**config.mk**
```make
export PLATFORM = sky130hd
export DESIGN_NAME = uart_tx_arbiter_flat
export DESIGN_NICKNAME = d
export VERILOG_FILES = /design/src/rtl/uart_pkg.sv /design/src/rtl/uart_tx_arbiter_if.sv /design/src/rtl/rr_arbiter.sv /design/src/rtl/uart_tx_arbiter.sv /design/src/flat_wrapper.sv
export SDC_FILE = /design/constraint.sdc
export NUM_CORES = 1
export LEC_CHECK = 0
export CORE_MARGIN = 2
export CORE_UTILIZATION = 35
export DETAILED_ROUTE_END_ITERATION = 8
export DONT_BUFFER_PORTS = 1
export SLEW_MARGIN = 0
export SYNTH_ARGS = -nofsm -noshare
export SYNTH_HDL_FRONTEND = slang
export SYNTH_SLANG_ARGS = --single-unit
export TNS_END_PERCENT = 30
```
**constraint.sdc**
```tcl
create_clock -name clk -period 5.2 [get_ports clk]
set_input_delay 0.78 -clock clk [delete_from_list [all_inputs] [get_ports clk]]
set_output_delay 0.78 -clock clk [all_outputs]
set_load 0.02 [all_outputs]
```
**src/rtl/uart_pkg.sv**
```systemverilog
// Shared definitions for the UART transmit arbiter: FSM state encoding,
// default byte width and the width helpers used to size indices and timers.
package uart_pkg;

   typedef enum logic [1:0] {
      IDLE      = 2'b00,
      START     = 2'b01,
      WAIT_BUSY = 2'b10,
      WAIT_DONE = 2'b11
   } arb_state_e;

   localparam int DEFAULT_DATA_W = 8;

   // Ceiling log2: number of bits needed to count 0 .. value-1.
   function automatic int clog2(input int value);
      int result;
      int rem;
      result = 0;
      rem    = value - 1;
      while (rem > 0) begin
         result = result + 1;
         rem    = rem >> 1;
      end
      return result;
   endfunction

   // Index width that never collapses to zero bits.
   function automatic int idx_width(input int value);
      return (clog2(value) < 1) ? 1 : clog2(value);
   endfunction

endpackage

```
**src/rtl/uart_tx_arbiter_if.sv**
```systemverilog
// Byte-source and tx-path signals of the UART transmit arbiter.
// The slave modport is the arbiter's view; the master modport is the
// environment (byte sources plus the tx controller/shift register).
interface uart_tx_arbiter_if #(
   parameter int N_REQ  = 4,
   parameter int DATA_W = uart_pkg::DEFAULT_DATA_W
);
   logic [N_REQ-1:0]        req_valid;
   logic [N_REQ*DATA_W-1:0] req_data;
   logic [N_REQ-1:0]        req_ready;
   logic [DATA_W-1:0]       tx_data;
   logic                    tx_start;
   logic                    tx_busy;
   logic                    tx_done;

   modport master (
      output req_valid, req_data, tx_busy, tx_done,
      input  req_ready, tx_data, tx_start
   );

   modport slave (
      input  req_valid, req_data, tx_busy, tx_done,
      output req_ready, tx_data, tx_start
   );
endinterface

```
**src/rtl/rr_arbiter.sv**
```systemverilog
// Combinational round-robin pick: the first asserted request found when
// scanning upward from ptr (wrapping modulo N_REQ) wins.
module rr_arbiter
   import uart_pkg::*;
#(
   parameter int N_REQ = 4,
   localparam int ID_W = idx_width(N_REQ)
)(
   input  logic [N_REQ-1:0] req,
   input  logic [ID_W-1:0]  ptr,
   output logic [N_REQ-1:0] gnt,
   output logic [ID_W-1:0]  idx,
   output logic             any
);

   // Scan from the pointer and latch onto the first requester only.
   always_comb begin
      gnt = {N_REQ{1'b0}};
      idx = {ID_W{1'b0}};
      any = 1'b0;
      for (int off = 0; off < N_REQ; off++) begin
         int   cand;
         logic hit;
         cand = int'(ptr) + off;
         cand = (cand >= N_REQ) ? (cand - N_REQ) : cand;
         hit  = (!any) && req[cand];
         gnt[cand] = gnt[cand] | hit;
         idx = hit ? ID_W'(cand) : idx;
         any = any | hit;
      end
   end

endmodule

```
**src/rtl/uart_tx_arbiter.sv**
```systemverilog
// Round-robin arbiter sharing one UART tx path among N_REQ byte sources.
// One byte is accepted at a time; the grant is held until the tx path
// reports frame completion, and a watchdog aborts a frame whose tx path
// never shows busy after tx_start.
module uart_tx_arbiter
   import uart_pkg::*;
#(
   parameter int N_REQ         = 4,
   parameter int DATA_W        = DEFAULT_DATA_W,
   parameter int START_TIMEOUT = 16,
   localparam int ID_W         = idx_width(N_REQ)
)(
   input  logic                  clk,
   input  logic                  reset,
   input  logic                  en,
   uart_tx_arbiter_if.slave      bus,
   output logic                  grant_valid,
   output logic [ID_W-1:0]       grant_id,
   output logic                  err_timeout
);

   localparam int TMR_W = idx_width(START_TIMEOUT);

   arb_state_e          state_r;
   logic [ID_W-1:0]     rr_ptr_r;
   logic [ID_W-1:0]     grant_id_r;
   logic [TMR_W-1:0]    timer_r;
   logic [DATA_W-1:0]   tx_data_r;
   logic                tx_start_r;
   logic                grant_valid_r;
   logic                err_timeout_r;

   logic [N_REQ-1:0]    win_gnt_s;
   logic [ID_W-1:0]     win_idx_s;
   logic                win_any_s;
   logic                offer_s;
   logic                accept_s;
   logic [ID_W-1:0]     next_ptr_s;

   rr_arbiter #(
      .N_REQ (N_REQ)
   ) u_rr (
      .req (bus.req_valid),
      .ptr (rr_ptr_r),
      .gnt (win_gnt_s),
      .idx (win_idx_s),
      .any (win_any_s)
   );

   // Offer the slot to the round-robin winner only while idle and enabled;
   // ready is also forced low while reset is held.
   always_comb begin
      offer_s       = (state_r == IDLE) && en;
      accept_s      = offer_s && win_any_s;
      bus.req_ready = (offer_s && reset) ? win_gnt_s : {N_REQ{1'b0}};
      next_ptr_s    = (win_idx_s == ID_W'(N_REQ - 1)) ? {ID_W{1'b0}}
                                                       : (win_idx_s + ID_W'(1));
   end

   // Arbiter FSM: accept, pulse start, wait for busy (watchdog), wait for done.
   always_ff @(posedge clk or negedge reset) begin
      if (!reset) begin
         state_r       <= IDLE;
         rr_ptr_r      <= {ID_W{1'b0}};
         timer_r       <= {TMR_W{1'b0}};
         tx_data_r     <= {DATA_W{1'b0}};
         tx_start_r    <= 1'b0;
         grant_valid_r <= 1'b0;
         grant_id_r    <= {ID_W{1'b0}};
         err_timeout_r <= 1'b0;
      end else begin
         tx_start_r    <= 1'b0;
         err_timeout_r <= 1'b0;
         case (state_r)
            IDLE: begin
               if (accept_s) begin
                  tx_data_r     <= bus.req_data[int'(win_idx_s)*DATA_W +: DATA_W];
                  grant_id_r    <= win_idx_s;
                  grant_valid_r <= 1'b1;
                  rr_ptr_r      <= next_ptr_s;
                  tx_start_r    <= 1'b1;
                  state_r       <= START;
               end else begin
                  state_r       <= IDLE;
               end
            end
            START: begin
               timer_r <= {TMR_W{1'b0}};
               state_r <= WAIT_BUSY;
            end
            WAIT_BUSY: begin
               timer_r <= timer_r + TMR_W'(1);
               // done wins over busy so a frame with no visible busy phase still closes
               if (bus.tx_done) begin
                  grant_valid_r <= 1'b0;
                  state_r       <= IDLE;
               end else if (bus.tx_busy) begin
                  state_r       <= WAIT_DONE;
               end else if (timer_r == TMR_W'(START_TIMEOUT - 1)) begin
                  // the byte is dropped; the pointer already moved past this source
                  err_timeout_r <= 1'b1;
                  grant_valid_r <= 1'b0;
                  state_r       <= IDLE;
               end else begin
                  state_r       <= WAIT_BUSY;
               end
            end
            WAIT_DONE: begin
               if (bus.tx_done) begin
                  grant_valid_r <= 1'b0;
                  state_r       <= IDLE;
               end else begin
                  state_r       <= WAIT_DONE;
               end
            end
            default: begin
               grant_valid_r <= 1'b0;
               state_r       <= IDLE;
            end
         endcase
      end
   end

   assign bus.tx_data  = tx_data_r;
   assign bus.tx_start = tx_start_r;
   assign grant_valid  = grant_valid_r;
   assign grant_id     = grant_id_r;
   assign err_timeout  = err_timeout_r;

endmodule

```
**src/flat_wrapper.sv**
```systemverilog
// flat-port wrapper written by rule: the top's interface ports become plain ports
module uart_tx_arbiter_flat import uart_pkg::*;
#(
   parameter int N_REQ         = 4,
   parameter int DATA_W        = DEFAULT_DATA_W,
   parameter int START_TIMEOUT = 16,
   localparam int ID_W         = idx_width(N_REQ)
)
  (clk, reset, en, grant_valid, grant_id, err_timeout, bus_req_valid, bus_req_data, bus_tx_busy, bus_tx_done, bus_req_ready, bus_tx_data, bus_tx_start);
  uart_tx_arbiter_if #(.N_REQ(N_REQ), .DATA_W(DATA_W)) bus_i ();
  input  logic clk;
  input  logic reset;
  input  logic en;
  output logic grant_valid;
  output logic [ID_W-1:0] grant_id;
  output logic err_timeout;
  input wire logic [$bits(bus_i.req_valid)-1:0] bus_req_valid;
  input wire logic [$bits(bus_i.req_data)-1:0] bus_req_data;
  input wire logic [$bits(bus_i.tx_busy)-1:0] bus_tx_busy;
  input wire logic [$bits(bus_i.tx_done)-1:0] bus_tx_done;
  output wire logic [$bits(bus_i.req_ready)-1:0] bus_req_ready;
  output wire logic [$bits(bus_i.tx_data)-1:0] bus_tx_data;
  output wire logic [$bits(bus_i.tx_start)-1:0] bus_tx_start;
  assign bus_i.req_valid = bus_req_valid;
  assign bus_i.req_data = bus_req_data;
  assign bus_i.tx_busy = bus_tx_busy;
  assign bus_i.tx_done = bus_tx_done;
  assign bus_req_ready = bus_i.req_ready;
  assign bus_tx_data = bus_i.tx_data;
  assign bus_tx_start = bus_i.tx_start;
  uart_tx_arbiter #(.N_REQ(N_REQ), .DATA_W(DATA_W), .START_TIMEOUT(START_TIMEOUT)) u_core (.clk(clk), .reset(reset), .en(en), .bus(bus_i), .grant_valid(grant_valid), .grant_id(grant_id), .err_timeout(err_timeout));
endmodule
```
# After elaboration in Yosys (flattened, before gate mapping)
# Index checks and enable logic that the tools add are counted.
[word_totals]
register_bits = 21
[classes]
magnitude_cmp = 12
n_reduce_logical = 18
n_bitwise = 8
eq_ne = 9
shift = 1
mux = 64
add_sub_neg = 9
[op_table]
columns = ["cell", "count"]
rows = [
  ["greater-or-equal comparator 32 x 1 -> 1 bit (second input constant)", 4],
  ["less-than comparator 32 x 4 -> 1 bit (second input constant)", 4],
  ["two-way mux 32 bit", 4],
  ["two-way mux 1 bit", 32],
  ["variable part select 32 x 6 -> 8 bit", 1],
  ["two-way mux 2 bit", 9],
  ["binary-select mux 1 bit (select 2 bit)", 8],
  ["bitwise mux 4 bit", 3],
  ["subtractor 3 x 3 -> 4 bit (second input constant)", 3],
  ["logical AND 1 bit", 10],
  ["greater-or-equal comparator 3 bit (second input constant)", 3],
  ["demux 1 bit (select 2 bit)", 4],
  ["case mux 2 bit (4 select lines)", 1],
  ["case mux 4 bit (2 select lines)", 1],
  ["bitwise OR 1 bit", 7],
  ["adder 2 x 2 -> 3 bit (second input constant)", 2],
  ["equality test 2 bit (second input constant)", 3],
  ["AND reduction 5 bit", 1],
  ["adder 4 x 1 -> 4 bit (second input constant)", 1],
  ["bitwise AND 4 bit", 1],
  ["equality test 4 bit (second input constant)", 1],
  ["two-way mux 4 bit", 1],
  ["subtractor 2 x 3 -> 4 bit (second input constant)", 1],
  ["adder 2 x 1 -> 3 bit (second input constant)", 1],
  ["other kinds (13)", 15],
]

# Depth between registers and ports, before layout
# Gate-level depths: netlist (run 1).
[depth]
word_depth = 23
depth_mapped = 13

# Hierarchy
# From an unflattened synthesis (run 1), not the netlist that was laid out.
[hier_totals]
hier_cells = 192
hier_area_um2 = 1890.6
[modules_own_cells]
columns = ["mod", "area_per_inst_um2", "cells_each", "n_inst", "seq_area_each_um2"]
rows = [
  ["uart_tx_arbiter", 1149.9, 88, 1, 525.5],
  ["rr_arbiter", 740.7, 104, 1, 0.0],
]

# Worst setup path after synthesis (run 1)
# Ideal clock, no wire load.
[synth_path]
kind = "flip-flop to output port"
from = "register u_core.rr_ptr_r[0]"
to = "output bus_req_ready[1]"
t_arrival_ns = 2.725
n_path_buf = 2
required_ns = 4.420
stages_incl_launch_ff = 11
path_slack_ns = 1.695
cell_sequence = "dfrtp_1 -> buf_2 -> inv_2 -> ha_1 -> clkbuf_1 -> nand2_1 -> o22a_1 -> o221a_1 -> mux2i_1 -> o2bb2ai_2 -> o31ai_1"
[synth_via]
elab_chain_len = 23
elab_cells_between_ends = 76
classes_between = "add/sub: 7; order compare: 12; mux: 40; bitwise: 7; reduce/logical: 10"
[synth_lines]
columns = ["element", "line_no", "rtl"]
rows = [
  ["start, declared", "uart_tx_arbiter.sv:25", "logic [ID_W-1:0] rr_ptr_r;"],
  ["start signal, assigned", "uart_tx_arbiter.sv:64", "rr_ptr_r <= {ID_W{1'b0}};"],
  ["start signal, assigned", "uart_tx_arbiter.sv:80", "rr_ptr_r <= next_ptr_s;"],
  ["subtractor 2 x 3 -> 4 bit or greater-or-equal comparator 2 x 3 -> 1 bit (tied branches)", "rr_arbiter.sv:25", "cand = (cand >= N_REQ) ? (cand - N_REQ) : cand;"],
  ["two-way mux 32 bit", "rr_arbiter.sv:25", ""],
  ["greater-or-equal comparator 32 x 1 -> 1 bit (not written as such), or another cell as far along", "rr_arbiter.sv:27", "gnt[cand] = gnt[cand] | hit;"],
  ["logical AND 1 bit (not written as such), or another cell as far along", "rr_arbiter.sv:27", ""],
  ["two-way mux 1 bit, on equally long branches", "rr_arbiter.sv:27, rr_arbiter.sv:26", ""],
  ["demux 1 bit (select 2 bit) or bitwise OR 1 bit (tied branches)", "rr_arbiter.sv:27", ""],
  ["bitwise AND 4 bit (no source line)", "-", ""],
  ["binary-select mux 1 bit (select 2 bit)", "rr_arbiter.sv:27", ""],
  ["(+5 left out)", "-", ""],
  ["two-way mux 1 bit (not written as such) (2 in series)", "rr_arbiter.sv:27", ""],
  ["bitwise OR 1 bit", "rr_arbiter.sv:27", ""],
  ["bitwise mux 4 bit", "rr_arbiter.sv:27", ""],
  ["binary-select mux 1 bit (select 2 bit)", "rr_arbiter.sv:27", ""],
  ["two-way mux 1 bit (not written as such) (2 in series)", "rr_arbiter.sv:27", ""],
  ["bitwise OR 1 bit", "rr_arbiter.sv:27", ""],
  ["bitwise mux 4 bit *", "rr_arbiter.sv:27", ""],
  ["two-way mux 4 bit *", "uart_tx_arbiter.sv:55", "bus.req_ready = (offer_s && reset) ? win_gnt_s : {N_REQ{1'b0}};"],
  ["end, declared", "flat_wrapper.sv:21", "output wire logic [$bits(bus_i.req_ready)-1:0] bus_req_ready;"],
]
# Every way passes the cells marked *; elsewhere a longest branch is shown, timed or not. The select of a mux whose other input is x is not followed.

# Final worst setup path (run 1)
[layout_path]
from = "register u_core.rr_ptr_r[1]"
to = "output bus_req_ready[2]"
# Same word-level chain as after synthesis.

==> reports/metrics.cfg, run 1 <==
[outcome]
status = completed

[cells_and_area]
nNetsFinal = 293
instances_no_fill = 317
area.sequential_um2 = 525.5
n_fill_cell = 579
diodes = 0
layout-drive-gt1-share_pct = 8.264
fin_util_pct = 36.87
syn2layout_area_growth_pct = 2.680
multi_input_area_um2 = 1343

[route]
vias = 1884
wire_per_inst_um = 16.26
drtIter0Drc = 113
drc_errors = 0
routed_wl_um = 5156
drt_pass1_iterations = 4
avgViaCountPerCell = 5.943
final_antenna_net_count = 0

[clocking]
path_clk_slew_ns = 0.08
htree_levels = 1
cts_setup_buffers = 0
cts.path.max_buffers = 2
cts_root_buf = clkbuf_8
cts_tree = built
numCtsBuffers = 3
postCtsHoldBufs = 0
cts-resized-gates = 0
clock_latency_ns = 0.25
cts.sink_count = 21

[global_route]
grt_overflow = 0
grt_use_met3_pct = 2.747
grtUsageMet2_pct = 25.90
met1_usage_pct = 20.40
grt_pass1_vias = 1681
grt_pass1_wl_um = 8155
track_usage_pct = 15.35
antenna_found_initial = 0
grt_max_degree = 33
top_usage_layer = met2

[setup_path]
crit_chain = inv_1 -> ha_1 -> mux4_2 -> mux2_4 -> a221oi_2 -> mux2i_1 -> o2bb2ai_2 -> o31ai_1 -> buf_4
r2r_end = u_core.rr_ptr_r[1]$_DFFE_PN0P_
rr_worst_depth = 8
path_class = register to output port
worstPathRequired_ns = 4.42
critPathCaptureType = output port
path_max_fanout = 13
slowest_delay_ns = 0.57
cp.arrival_ns = 3.42
crit_start = u_core.rr_ptr_r[1]$_DFFE_PN0P_
crit_path_start_kind = register
cp_slowest_cell = dfrtp_1
path_buf_inv = 2
r2r_start = u_core.rr_ptr_r[1]$_DFFE_PN0P_
cp_top_family = multiplexers
reg2reg_slack_ns = 1.99

[power_and_ir_drop]
leakage_nw = 0.8854
peakVddDrop_v = 0.0002522
power_density_nw_per_um2 = 673.5

[timing]
setup_viol_count_final = 0
fin_setup_tns_ns = 0
slew_violations = 0
max_freq_mhz = 238.3
finalCritPeriodShare_pct = 80.71
rsz0062_at_grt = false
hold_viol = 0
fin_skew_ns = 0.002523
tightest_slew_ns = 0.8713
min_period_ns = 4.197
max_slew_margin_pct = 41.75

[worst_hold_path]
worst_hold_path_type = input port to asynchronous set/reset pin

[synth]
netlist_area_um2 = 2101
synth_cell_types = 54
async_flop_share_pct = 100.0
synth_nets = 307
synth_edf_count = 0
ys.flop_type = dfrtp_1
ys_top_cells_by_area = dfrtp_1, a211oi_1, ha_1
synth_cells = 257
yosys.area.top_type = dfrtp_1
yosysWarnings = 0
ys_ff_latch = 21
synth_seq_area_share_pct = 25.01
synth_area_per_cell_um2 = 8.174
synth_top_area_share_pct = 25.01

[die]
pin_count = 58
die_h_um = 81.48
die_w_um = 81.48
core_area_um2 = 5851
floorplan.die_area_um2 = 6638
core.rowCount = 28
initial_core_util_pct = 35.91

[placed_design]
place_hpwl_um = 3641
io_buffers = 0
placed_cells = 313
gp_congestion = 0.7776

[flow_run]
maxCapViolations = 0

[registers in the layout, summed over array words and instances, names as in the netlist]
register / flops
u_core.err_timeout: 1
u_core.state_r: 2
u_core.timer_r: 4
u_core.bus.tx_data: 8
u_core.grant_valid: 1
u_core.grant_id: 2
u_core.bus.tx_start: 1
u_core.rr_ptr_r: 2
[power by group]
part | internal, mW | switching, mW
logic | 0.391 | 0.623
registers | 0.226 | 0.108
clock network | 0.0545 | 0.0506
total | 0.671 | 0.782
[per-layer routing]
| metal | routed length (um) | vias up |
|---|---|---|
| li1 | - | 931 |
| met1 | 2336 | 892 |
| met2 | 2461 | 55 |
| met3 | 309 | 6 |
| met4 | 49 | 0 |
| met5 | 0 | - |
[logic make-up after synthesis]
kind of cell | Yosys count | share of synthesized area [%]
compound gates | 103 | 36.69
buf+inv | 54 | 11.08
simple gates | 60 | 14.95
mux | 10 | 6.908
flops | 21 | 25.01
fa+ha+maj | 9 | 5.360
[per-stage QoR]
stage	power (mW)	worst slack (ns)	cell area [um2]	hold slack, ns
after floorplan	1.185	1.695	2101	0.4844
after global placement	1.339	1.387	2112	0.4850
after detailed placement	1.343	1.314	2112	0.4849
after CTS	1.454	1.013	2157	0.2027
after global routing	1.584	0.7970	2157	0.1928
final	1.453	1.003	2157	0.2107
[cell usage in the layout, fill, tap and decap left out, types with 2 or more instances in the layout]
master	instances
a211oi_1	34
inv_1	28
nand2_1	25
dfrtp_1	21
o31ai_1	15
o21ai_0	14
ha_1	9
nor2_1	8
a21oi_1	7
nand3_1	6
buf_4	5
nor2b_1	4
a21o_1	4
mux2i_1	4
a221oi_1	4
a2111o_1	4
mux4_2	3
a211o_1	3
clkbuf_8	3
and2_1	2
o211ai_1	2
mux2_2	2
or3b_2	2
nor3b_1	2
nand2b_1	2
nand3b_1	2
[cell type report]
cell class | instances | share of cell area [%]
Inverter | 30 | 5.220
Sequential cell | 21 | 24.36
Clock buffer | 4 | 2.088
Multi-Input combinational cell | 182 | 62.24
Tap cell | 75 | 4.350
Timing Repair Buffer | 5 | 1.740
[cell usage after synthesis, drive strengths merged (2+ instances only)]
cell type  number
a211oi         34
inv            29
nand2          25
dfrtp          21
o21ai          15
o31ai          15
buf            13
clkbuf         11
ha              9
nor2            8
a21oi           7
nand3           6
a221oi          5
a2111o          4
a21o            4
mux2i           4
nor2b           4
a211o           3
mux2            3
mux4            3
or3b            3
and2            2
nand2b          2
nand3b          2
nor3b           2
o211ai          2
[how the worst max path moves through the flow]
stage | to | cells after the start
2_1_floorplan | bus_req_ready[1] | 10
3_3_place_gp | bus_req_ready[3] | 9
3_5_place_dp | bus_req_ready[1] | 7
4_1_cts | bus_req_ready[2] | 9
5_1_grt | bus_req_ready[3] | 9
6_report | bus_req_ready[2] | 9
Note: power is estimated with default switching activity, not from simulation.
==> inputs of run 2 (changes only) <==
Clock period 5.2 ns to 3.7 ns, I/O delays scaled along.
==> reports/metrics.cfg, run 2 (synthesized netlist as in run 1, its figures left out) <==
[outcome]
status = completed

[setup_path]
cp_top_family = multiplexers
cp_slowest_cell = mux4_2
path_max_fanout = 8  ; -5
path_buf_inv = 2  ; unchanged
crit_path_start_kind = register
crit_start = u_core.rr_ptr_r[0]$_DFFE_PN0P_
path_class = register to output port
critPathCaptureType = output port
worstPathRequired_ns = 3.14  ; -1.28 ns
cp.arrival_ns = 2.94  ; -0.48 ns
crit_chain = inv_2 -> ha_2 -> mux4_2 -> mux2_4 -> a221oi_2 -> mux2i_1 -> o2bb2ai_2 -> o31ai_1 -> buf_4
slowest_delay_ns = 0.52  ; -0.05 ns
r2r_start = u_core.rr_ptr_r[0]$_DFFE_PN0P_

[route]
drt_pass1_iterations = 4  ; unchanged
vias = 1895  ; +0.58%
routed_wl_um = 5198  ; +0.81%
drc_errors = 0  ; unchanged
final_antenna_net_count = 0  ; unchanged
avgViaCountPerCell = 5.777  ; -2.8%
drtIter0Drc = 106  ; -6.2%
wire_per_inst_um = 15.85  ; -2.6%

[die]
die_h_um = 81.48  ; unchanged
core_area_um2 = 5851  ; unchanged
initial_core_util_pct = 35.91  ; unchanged
die_w_um = 81.48  ; unchanged
floorplan.die_area_um2 = 6638  ; unchanged
core.rowCount = 28  ; unchanged
pin_count = 58  ; unchanged

[cells_and_area]
final_cell_mix = a211oi_1, inv_1, nand2_1, dfrtp_1
diodes = 0  ; unchanged
layout_commonest_cell = a211oi_1
stdcell_area_um2 = 2246  ; +4.1%
syn2layout_area_growth_pct = 6.909
largest_register_ffs = 8  ; unchanged
fin_util_pct = 38.39  ; +1.5 points
layout-drive-gt1-share_pct = 12.65  ; +4.4 points
n_fill_cell = 601  ; +3.8%
nNetsFinal = 304  ; +3.8%

[timing]
min_period_ns = 3.494
tightest_slew_ns = 0.9259  ; +0.05457 ns
fin_setup_tns_ns = 0  ; unchanged
max_slew_margin_pct = 38.07  ; -3.7 points
finalCritPeriodShare_pct = 94.42
max_freq_mhz = 286.2
slew_violations = 0  ; unchanged
rsz0062_at_grt = false
hold_viol = 0  ; unchanged
holdWs_ns = 0.3555  ; +0.1448 ns
fin_skew_ns = 0.002429  ; -0.00009362 ns
setup_viol_count_final = 0  ; unchanged

[flow_run]
maxCapViolations = 0  ; unchanged

[clocking]
htree_levels = 1  ; unchanged
cts_tree = built
cts.sink_count = 21  ; unchanged
cts_root_buf = clkbuf_8
path_clk_slew_ns = 0.07  ; about the same
numCtsBuffers = 3  ; unchanged
cts.path.max_buffers = 2  ; unchanged
cts_setup_buffers = 0  ; unchanged
clock_latency_ns = 0.26  ; about the same

[power_and_ir_drop]
power_frac_comb_pct = 71.4  ; +1.6 points
finalPower_mw = 2.137  ; +47%
power_density_nw_per_um2 = 951.3  ; +41%
switchingPower_mw = 1.117  ; +43%
clockPowerShare_pct = 6.9  ; -0.3 points
switching_share_pct = 52.27  ; -1.5 points
p_int_mw = 1.020  ; +52%
peakVddDrop_v = 0.0003329  ; +32%
pwr-share-seq_pct = 21.7  ; -1.3 points
leakage_nw = 0.9367  ; +5.8%

[worst_hold_path]
worst_hold_path_type = input port to register
worst_hold_startpoint = bus_tx_done

[placed_design]
placed_area_um2 = 2187  ; +3.6%
gp_congestion = 0.8318  ; +7.0%
place_hpwl_um = 3763  ; +3.3%
io_buffers = 0  ; unchanged

[global_route]
antenna_found_initial = 0  ; unchanged
track_usage_pct = 15.84  ; +0.49 points
grt_pass1_vias = 1749  ; +4.0%
grt_max_degree = 26  ; -21%
grt_overflow = 0  ; unchanged
grt_pass1_wl_um = 8542  ; +4.7%

-- run 2: per-stage QoR --
step	worst slack (ns)	std cells
after floorplan	0.4204	257
after global placement	0.4771	323
after detailed placement	0.4179	323
after CTS	0.1170	328
after global routing	0.01744	328
final	0.2063	328
-- run 2: metal layers --
layer | GRT usage, % | share of wire, %
met1 | 21.01 | 45
met2 | 26.89 | 48
met3 | 3.736 | 6.1
met4 | 2.034 | 0.27
met5 | 0 | 0
-- run 2: power groups by stage --
stage               Sequential (mW)  Combinational (mW)  Clock (mW)
floorplan                     0.445                1.22           0
global route                  0.478                1.70       0.164
global placement              0.466                1.49           0
finish                        0.463                1.52       0.148
detailed placement            0.466                1.51           0
CTS                           0.464                1.52       0.154
-- run 2: final cells by class --
type / instances / area, um2 / area share, %
multi-input combinational: 182 / 1345 / 59.89
sequential: 21 / 526.8 / 23.45
timing repair buffer: 16 / 122.6 / 5.460
inverter: 30 / 112.6 / 5.014
tap: 75 / 93.84 / 4.178
clock buffer: 4 / 45.04 / 2.006
-- run 2: path summary, 6_finish.rpt --
kind | depth (start not counted) | endpoint | slack (ns)
max in group asynchronous | 1 | u_core.rr_ptr_r[0]$_DFFE_PN0P_ | 2.19
worst max-delay path | 9 | bus_req_ready[3] | 0.21
worst min-delay path | 1 | u_core.err_timeout$_DFF_PN0_ | 0.36
min in group asynchronous | 1 | u_core.grant_id[1]$_DFFE_PN0P_ | 0.88
worst max register to register | 10 | u_core.rr_ptr_r[1]$_DFFE_PN0P_ | 0.96
worst min register to register | 1 | u_core.state_r[1]$_DFF_PN0_ | 0.56
-- run 2: timing repair --
item,in CTS,in global routing
endpoints found under the setup margin,0,4
hold buffers,1,0
gates resized for setup,0,2
endpoints found under the hold margin,21,0
==> inputs of run 3 (changes only) <==
Settings changed: CORE_MARGIN 2 to default, GPL_TIMING_DRIVEN from default to 0.
==> reports/metrics.cfg, run 3 (synthesized netlist as in run 1, its figures left out) <==
[clocking]
cts_tree = built
cts.sink_count = 21  ; unchanged
htree_levels = 1  ; unchanged
cts_root_buf = clkbuf_8
path_clk_slew_ns = 0.08  ; about the same
numCtsBuffers = 3  ; unchanged
clock_latency_ns = 0.26  ; about the same
cts.path.max_buffers = 2  ; unchanged

[timing]
max_slew_margin_pct = 33.74  ; -4.3 points
slew_violations = 0  ; unchanged
worst_slack_ns = 0.09023  ; -0.1161 ns
min_period_ns = 3.610  ; +0.1161 ns
setup_viol_count_final = 0  ; unchanged
finalCritPeriodShare_pct = 97.56  ; +3.1 points
fin_skew_ns = 0.004943  ; +0.002513 ns
tightest_slew_ns = 0.9906  ; +0.06473 ns
hold_viol = 0  ; unchanged
holdWs_ns = 0.3594  ; +0.003934 ns
fin_setup_tns_ns = 0  ; unchanged
max_freq_mhz = 277.0  ; -3.2%

[power_and_ir_drop]
switchingPower_mw = 1.262  ; +13%
power_frac_comb_pct = 74.4  ; +3.0 points
p_int_mw = 1.120  ; +9.9%
clockPowerShare_pct = 6.3  ; -0.6 points
switching_share_pct = 52.97  ; +0.70 points
peakVddDrop_v = 0.0003609  ; +8.4%
power_density_nw_per_um2 = 993.2  ; +4.4%
pwr-share-seq_pct = 19.3  ; -2.4 points
leakage_nw = 0.9758  ; +4.2%

[setup_path]
worstPathRequired_ns = 3.14  ; about the same
crit_path_start_kind = register
cp.arrival_ns = 3.05  ; +0.11 ns
reg2reg_slack_ns = 0.91  ; -0.05 ns
path_max_fanout = 10  ; +2
critPathCaptureType = output port
path_class = register to output port

[route]
drc_errors = 0  ; unchanged
drtIter0Drc = 110  ; +3.8%
avgViaCountPerCell = 5.799  ; +0.37%
wire_per_inst_um = 16.34  ; +3.1%
vias = 1960  ; +3.4%
final_antenna_net_count = 0  ; unchanged
routed_wl_um = 5523  ; +6.3%
drt_pass1_iterations = 4  ; unchanged

[cells_and_area]
largest_register_ffs = 8  ; unchanged
layout_commonest_cell = a211oi_1
diodes = 0  ; unchanged
stdcell_area_um2 = 2399  ; +6.8%
n_fill_cell = 559  ; -7.0%
instances_no_fill = 338  ; +3.0%
syn2layout_area_growth_pct = 14.18
final_cell_mix = a211oi_1, inv_1, nand2_1, dfrtp_1, o21ai_0
nNetsFinal = 317  ; +4.3%
layout-drive-gt1-share_pct = 16.92  ; +4.3 points

[die]
floorplan.die_area_um2 = 6316  ; -4.8%
die_w_um = 79.48  ; -2.5%
initial_core_util_pct = 37.24  ; +1.3 points
core.rowCount = 27  ; -3.6%
core_area_um2 = 5642  ; -3.6%
pin_count = 58  ; unchanged
die_h_um = 79.48  ; -2.5%

[placed_design]
io_buffers = 0  ; unchanged
gp_congestion = 0.7689  ; -7.6%
placed_area_um2 = 2191  ; +0.17%
place_hpwl_um = 3989  ; +6.0%
place_ws_ns = 0.01375  ; -0.4042 ns
placed_cells = 329  ; +1.9%

[flow_run]
maxCapViolations = 0  ; unchanged

[global_route]
antenna_found_initial = 0  ; unchanged
grt_max_degree = 22  ; -15%
grt_pass1_wl_um = 8983  ; +5.2%
track_usage_pct = 17.56  ; +1.7 points
grt_overflow = 0  ; unchanged
grt_pass1_vias = 1768  ; +1.1%

[worst_hold_path]
worst_hold_path_type = input port to register

[outcome]
status = completed

-- run 3: power groups by stage --
stage / Sequential (mW) / Combinational, mW / Clock [mW]
global route: 0.470 / 1.95 / 0.164
detailed placement: 0.467 / 1.51 / 0
floorplan: 0.445 / 1.22 / 0
finish: 0.459 / 1.77 / 0.150
global placement: 0.468 / 1.50 / 0
CTS: 0.466 / 1.65 / 0.159
-- run 3: area by class of cell --
cell class | count | area (um2) | area share (%)
Multi-Input combinational cell | 182 | 1443 | 60.15
Buffer | 23 | 130.1 | 5.425
Tap cell | 72 | 90.09 | 3.756
Timing Repair Buffer | 6 | 47.55 | 1.982
Inverter | 30 | 116.4 | 4.851
Sequential cell | 21 | 526.8 | 21.96
Clock buffer | 4 | 45.04 | 1.878
-- run 3: metrics by stage --
| step | total power, mW | utilization, % |
|---|---|---|
| global route | 2.587 | 42.52 |
| floorplan | 1.666 | - |
| global placement | 1.969 | 38.83 |
| CTS | 2.278 | 41.16 |
| finish | 2.382 | 42.52 |
| detailed placement | 1.982 | 38.83 |
-- run 3: critical path, cell delays in order, from the launching register on --
cell and delay (ns):
dfrtp_1 0.40, buf_6 0.17, clkinvlp_4 0.16, ha_4 0.33, mux4_2 0.51, mux2_4 0.33
a221oi_4 0.30, mux2i_2 0.13, o2bb2ai_4 0.31, o31ai_4 0.15
-- run 3: worst paths after layout --
path | start | to | cells after the start
worst max-delay path | u_core.rr_ptr_r[1]$_DFFE_PN0P_ | bus_req_ready[2] | 9
worst min register to register | u_core.state_r[1]$_DFF_PN0_ | u_core.state_r[1]$_DFF_PN0_ | 1
min in group asynchronous | reset | u_core.bus.tx_data[5]$_DFFE_PN0P_ | 1
worst max register to register | u_core.rr_ptr_r[0]$_DFFE_PN0P_ | u_core.rr_ptr_r[1]$_DFFE_PN0P_ | 11
max in group asynchronous | reset | u_core.rr_ptr_r[0]$_DFFE_PN0P_ | 1
worst min-delay path | bus_tx_done | u_core.err_timeout$_DFF_PN0_ | 1
-- run 3: per-layer routing --
metal | track usage [%] | vias to the layer above | wire, um
met3 | 2.857 | 2 | 306
met5 | 0 | - | 0
li1 | - | 982 | -
met4 | 2.727 | 0 | 16
met2 | 28.38 | 58 | 2658
met1 | 24.76 | 918 | 2541
-- run 3: repair_timing --
item                                   CTS  global route
resized for setup                       13            12
pin swaps                                1             3
setup endpoints to repair                4             4
hold buffers                             1             0
endpoints found under the hold margin   21             0
setup buffers                            0             5
